**src/rtl/div_pkg.sv**
```systemverilog
// Shared types for the sequential divider: FSM state encoding and the result flag bundle.
package div_pkg;

    typedef enum logic [1:0] {
        IDLE = 2'd0,
        BUSY = 2'd1,
        DONE = 2'd2
    } state_t;

    typedef struct packed {
        logic c;
        logic v;
        logic z;
    } flags_t;

endpackage

```
**src/rtl/div_step.sv**
```systemverilog
// One restoring shift-subtract iteration on unsigned magnitudes.
module div_step #(
    parameter int N = 8
) (
    input  logic [N-1:0] pr,
    input  logic [N-1:0] dvs,
    input  logic         bit_in,
    output logic [N-1:0] pr_next,
    output logic         q_bit
);

    logic [N:0] shifted;
    logic [N:0] diff;

    // pr < dvs always holds, so a non-negative difference fits back into N bits.
    assign shifted = {pr, bit_in};
    assign diff    = shifted - {1'b0, dvs};
    assign q_bit   = ~diff[N];
    assign pr_next = q_bit ? diff[N-1:0] : shifted[N-1:0];

endmodule

```
**src/rtl/division_seq.sv**
```systemverilog
// Sequential restoring divider, one quotient bit per cycle, results registered on done.
// Two's-complement operation is built only when DIV_SIGNED_EN is defined.
module division_seq
    import div_pkg::*;
#(
    parameter int N = 8
) (
    input  logic         clk,
    input  logic         rst_n,
    input  logic         start,
    input  logic [N-1:0] a,
    input  logic [N-1:0] b,
    input  logic         signed_mode,
    output logic [N-1:0] quotient,
    output logic [N-1:0] remainder,
    output logic         busy,
    output logic         done,
    output logic         flagC,
    output logic         flagV,
    output logic         flagZ
);

    localparam int CW = $clog2(N);

    state_t        state;
    logic [CW-1:0] cnt;
    logic [N-1:0]  pr;
    logic [N-1:0]  dvd;
    logic [N-1:0]  dvs;
    logic          div0;
    flags_t        flg;

    logic [N-1:0]  pr_nx;
    logic          q_bit;
    logic [N-1:0]  a_mag;
    logic [N-1:0]  b_mag;
    logic [N-1:0]  res_q;
    logic [N-1:0]  res_r;
    flags_t        res_f;

    div_step #(.N(N)) u_step (
        .pr      (pr),
        .dvs     (dvs),
        .bit_in  (dvd[N-1]),
        .pr_next (pr_nx),
        .q_bit   (q_bit)
    );

`ifdef DIV_SIGNED_EN
    function automatic logic [N-1:0] neg(input logic [N-1:0] x);
        return -x;
    endfunction

    logic signed [N-1:0] a_s;
    logic signed [N-1:0] b_s;
    logic                a_neg;
    logic                b_neg;
    logic                ovf_in;
    logic                neg_q;
    logic                neg_r;
    logic                ovf;

    assign a_s    = a;
    assign b_s    = b;
    assign a_neg  = signed_mode && (a_s < 0);
    assign b_neg  = signed_mode && (b_s < 0);
    assign ovf_in = signed_mode && (a == {1'b1, {(N-1){1'b0}}}) && (b == '1);
    assign a_mag  = a_neg ? neg(a) : a;
    assign b_mag  = b_neg ? neg(b) : b;
`else
    logic unused_sm;
    assign unused_sm = signed_mode;
    assign a_mag     = a;
    assign b_mag     = b;
`endif

    // Final result: sign fixup of the magnitudes, or the fixed divide-by-zero pattern.
    always_comb begin
        res_q   = dvd;
        res_r   = pr;
        res_f   = '0;
`ifdef DIV_SIGNED_EN
        if (neg_q) res_q = neg(dvd);
        if (neg_r) res_r = neg(pr);
        res_f.v = ovf;
`endif
        if (div0) begin
            res_q   = '1;
            res_r   = dvd;
            res_f.v = 1'b1;
        end
        res_f.c = !div0 && (res_r != '0);
        res_f.z = !div0 && (res_q == '0);
    end

    always_ff @(posedge clk or negedge rst_n) begin
        if (!rst_n) begin
            state     <= IDLE;
            cnt       <= '0;
            pr        <= '0;
            dvd       <= '0;
            dvs       <= '0;
            div0      <= 1'b0;
            flg       <= '0;
            quotient  <= '0;
            remainder <= '0;
            busy      <= 1'b0;
            done      <= 1'b0;
`ifdef DIV_SIGNED_EN
            neg_q     <= 1'b0;
            neg_r     <= 1'b0;
            ovf       <= 1'b0;
`endif
        end else begin
            case (state)
                IDLE: begin
                    done <= 1'b0;
                    if (start) begin
                        div0  <= (b == '0);
                        dvd   <= (b == '0) ? a : a_mag;
                        dvs   <= b_mag;
                        pr    <= '0;
                        cnt   <= '0;
                        busy  <= 1'b1;
                        state <= (b == '0) ? DONE : BUSY;
`ifdef DIV_SIGNED_EN
                        neg_q <= a_neg ^ b_neg;
                        neg_r <= a_neg;
                        ovf   <= ovf_in;
`endif
                    end
                end
                BUSY: begin
                    // dvd shifts dividend bits out the top and quotient bits in the bottom.
                    pr  <= pr_nx;
                    dvd <= {dvd[N-2:0], q_bit};
                    cnt <= cnt + CW'(1);
                    if (cnt == CW'(N-1)) state <= DONE;
                end
                DONE: begin
                    quotient  <= res_q;
                    remainder <= res_r;
                    flg       <= res_f;
                    done      <= 1'b1;
                    busy      <= 1'b0;
                    state     <= IDLE;
                end
                default: state <= IDLE;
            endcase
        end
    end

    assign flagC = flg.c;
    assign flagV = flg.v;
    assign flagZ = flg.z;

endmodule

```
**config.mk**
```make
export PLATFORM = sky130hd
export DESIGN_NAME = division_seq
export DESIGN_NICKNAME = d
export VERILOG_FILES = /design/src/rtl/div_pkg.sv /design/src/rtl/div_step.sv /design/src/rtl/division_seq.sv
export SDC_FILE = /design/constraint.sdc
export NUM_CORES = 1
export LEC_CHECK = 0
export BUFFER_PORTS_ARGS = -buffer_cell sky130_fd_sc_hd__buf_4
export CAP_MARGIN = 20
export CORE_ASPECT_RATIO = 1.5
export CORE_MARGIN = 1
export CORE_UTILIZATION = 56
export DETAILED_ROUTE_END_ITERATION = 12
export PLACE_DENSITY_LB_ADDON = 0.08
export SLEW_MARGIN = 20
export SYNTH_ARGS = -nofsm -noshare
export SYNTH_HDL_FRONTEND = slang
export SYNTH_SLANG_ARGS = --single-unit
```
**constraint.sdc**
```tcl
create_clock -name clk -period 2.62 [get_ports clk]
set_input_delay 0.524 -clock clk [delete_from_list [all_inputs] [get_ports clk]]
set_output_delay 0.524 -clock clk [all_outputs]
set_load 0.005 [all_outputs]
```
==> results <==
- The run finished, with violations left.
- The final reports fail on design-rule violations.
- At the end of the flow, the number of nets in the layout was 344.
- In this run, distinct cell masters in the synthesized netlist total 40.
- The final design utilization is 0.7015.
- The die covers a little under 0.005 mm2.
- The first-pass GRT wire length is 9190 um.
- From left edge to right edge, the die measures 57.31 um.
- In the final layout, the share of cells above drive strength 1 is 0.1975.
- The leakage power is 0.001433 uW.
- The total area inside the core boundary comes to 0.004318 mm2.
- The cts-stage hold buffer count is 0.
- Across the routed clock network, the largest skew measured is a little under 0.008 ns.
- The kind of capture point of the worst setup path is a register.
- The overall die height is 84.97 um.
- In this run the worst path has a maximum fanout of 10.
- The highest clock frequency the design can meet is ~420 MHz.
- The library cell used as clock root buffer is sky130_fd_sc_hd__clkbuf_8.
- At the placement stage, the worst setup path has a slack of 0.2467 ns.
- Setup repair after global routing left no endpoint under its margin.
- Across the VDD grid, the largest voltage drop is 0.0006950 V.
- The initial core utilization is 0.5952.
- The clock passes through at most 2 buffers.
- The number of buffers inserted to repair setup after CTS is 0.
- After detailed routing, the number of remaining DRC violations is 6.
- Across every metal layer, demand over resource in global routing totals 0.2467.
- The post-synthesis cell area is 0.002570 mm2.
- The DRC violation total after the first TritonRoute iteration is 110.
- For this design the ratio of total power to cell area is 1353 mW/mm2.
- Global routing finished with a remaining overflow of 0.
- The class of the most critical hold timing path is primary input to asynchronous set/reset pin.
- For this run, the number of Yosys warnings is 0.
- Of the post-synthesis cell area, the dominant cell type holds 0.4966.
- Traced cell by cell, the critical path runs through inv_1, ha_1, fa_1, nor2b_4, o211a_1, o21ai_2, xor2_2, buf_12, mux2i_1, o21ai_1.
- Pin placement for this block handled 41 I/O pins.
- The placed wire-length estimate after detailed placement is 3864 um.
- The clock transition at the registers of the reported paths is 0.09 ns.
- The share of the clock period used by the worst path is 0.9003.
- TritonCTS built the clock tree.
- The clock net sink count is 51.
- Post-CTS repair changed the size of 0 cells.
- The clock network latency to the later pin of the worst-skew pair is 0.31 ns.
- The slowest stage of the critical path is the sky130_fd_sc_hd__fa_1 cell.
- The data required time of the critical path is about 2.8 ns.
- The first-pass detailed-route iteration total is 8.
- The mean instance size in the synthesized netlist is about 9.5 um2.
- The max-slew violation total from the final report was 0.
- Counting flops with a built-in enable in the synthesized netlist gives 0.
- The wire length per cell is 14.51 um.
- The shortest clock period the worst path allows after layout is 2.359 ns.
- Once detail routing completed, the nets flagged for antenna violations numbered 0.
- The via count normalized by instance count is 5.725.
- The max-slew headroom at the worst pin is 0.4888.
- The number of global-route vias before repair was 2,040.
- Compared with the post-synthesis result, the final layout area differs by 17.87%.
- The sequential element share of the synthesized area is 0.4966.
- The synthesized instance count is 271.
- The number of antenna diodes is 0.
- The overall routed net length is 5222 um.
- The count of buffers added on input and output ports is 39.
- Setup total negative slack on the finished layout was measured at 0 ns.
- The number of antenna violations at the first check in global routing is 0.
- The tightest hold path in the finished design has a slack of 0.2227 ns.
- The critical path in this run is classified as register to register.
- Counting flops with an async set or reset pin after synthesis yields a share of 1.000.
- The biggest area contributor in the post-synthesis netlist is sky130_fd_sc_hd__dfrtp_1.
- The detailed-route via count is 2,061.
- The count of maximum capacitance violations is 0.
- Routability-driven placement finished with a final weighted congestion of 0.8453.
- Total power for the finished layout comes to 4099 uW.
- The register bit total from synthesis is 51.
- In the layout the commonest cells are 51 x sky130_fd_sc_hd__nand2_1, 51 x sky130_fd_sc_hd__dfrtp_1, 47 x sky130_fd_sc_hd__buf_4, 30 x sky130_fd_sc_hd__o21ai_0, 25 x sky130_fd_sc_hd__nor2_1.
- The most used flip-flop cell after synthesis is sky130_fd_sc_hd__dfrtp_1.
- The arrival time at the worst endpoint is 2.52 ns.
- The final-report hold violation count is 0.
- Ranked by total cell area, the synthesized netlist is headed by sky130_fd_sc_hd__dfrtp_1 50%, sky130_fd_sc_hd__nand2_1 7.4%, sky130_fd_sc_hd__o21ai_0 5.8%.
- The clock buffer count from CTS is 5.
- The measured slew at the worst slew-check pin is ~0.77 ns.
- The maximum number of pins on one net before global-route repair is 52.
- STA classifies the critical path startpoint as a register.
- The largest single stage delay on the critical path is 0.45 ns.
- The H-tree was split into 2 levels.
- Across all setup checks in the final design, the least slack found is 0.2612 ns.
- After floorplanning, the core was divided into 29 placement rows.
- Synthesis produced a netlist with a net count of 302.
- The final number of setup-violating endpoints is 0.
[path summary, 6_finish.rpt]
| check | startpoint | endpoint | slack (ns) | cells past startpoint |
|---|---|---|---|---|
| max | dvd[7] | pr[3] | 0.26 | 10 |
| min | rst_n | quotient[7] | 0.22 | 1 |
| max reg2reg | dvd[7] | pr[3] | 0.26 | 10 |
| min reg2reg | busy | busy | 0.48 | 2 |
| max in group asynchronous | rst_n | dvs[6] | 1.95 | 1 |
| min in group clk | b[1] | dvs[1] | 0.42 | 3 |
[per-layer routing]
metal / up-vias / wire (um) / track usage
met5: - / 0 / 0
met4: 0 / 101 / 0.1086
met3: 8 / 169 / 0.03811
met2: 42 / 2766 / 0.4235
met1: 991 / 2185 / 0.3041
li1: 1020 / - / -
[cell usage after synthesis, drive strengths merged (2+ instances only)]
cell,count
nand2,51
a22o,2
nor4,5
ha,10
o311ai,2
or4,2
xnor2,4
inv,13
nand2b,2
o21ai,34
clkbuf,11
nor2b,5
buf,2
mux2,3
o31ai,3
a31oi,6
nand3,3
nor2,25
mux2i,12
o21a,2
o22ai,3
a211oi,2
a21oi,6
dfrtp,51
[state kept, by name, summed over array words and instances, names as in the netlist]
signal / count
dvd: 8
dvs: 8
pr: 8
quotient: 8
remainder: 8
cnt: 3
state: 2
busy: 1
div0: 1
done: 1
flagC: 1
flagV: 1
flagZ: 1
[report_power, final]
| part | switching, uW | internal (uW) | total, uW |
|---|---|---|---|
| registers | 293 | 1150 | 1440 |
| clock network | 254 | 187 | 441 |
| logic | 1090 | 1120 | 2210 |
| total | 1640 | 2460 | 4100 |
[per-stage QoR]
step / instance area (um2) / cells
floorplan: 2570 / 271
global placement: 2944 / 352
detailed placement: 2944 / 352
CTS: 3029 / 360
global route: 3029 / 360
finish: 3029 / 360
[area by class of cell]
| type | instances | area (um2) |
|---|---|---|
| multi-input combinational | 194 | 1189 |
| sequential | 51 | 1276 |
| fill | 364 | 1289 |
| tap | 46 | 57.56 |
| timing repair buffer | 48 | 372.9 |
| clock buffer | 6 | 72.57 |
| inverter | 13 | 48.80 |
| clock inverter | 2 | 12.51 |
[cells by family (layout without fill, tap and decap cells)]
group / after synthesis / in the layout / synth area share
simple gates: 95 / 95 / 0.1626
compound gates: 68 / 68 / 0.1636
flops: 51 / 51 / 0.4966
buf+inv: 26 / 69 / 0.04090
mux: 15 / 15 / 0.05988
fa+ha+maj: 11 / 11 / 0.05648
xor+xnor: 5 / 5 / 0.01996
[critical path: cells and delay by family (launching register included)]
kind                       cells  cell delay (ns)
and+or+nand+nor                1             0.14
xor gates and xnor gates       1             0.29
buffers and inverters          2             0.23
DFF                            1             0.35
adders and majority gates      2             0.68
AOI/OAI and AO/OA              3             0.34
muxes                          1             0.18
(Power assumes the default switching activity.)
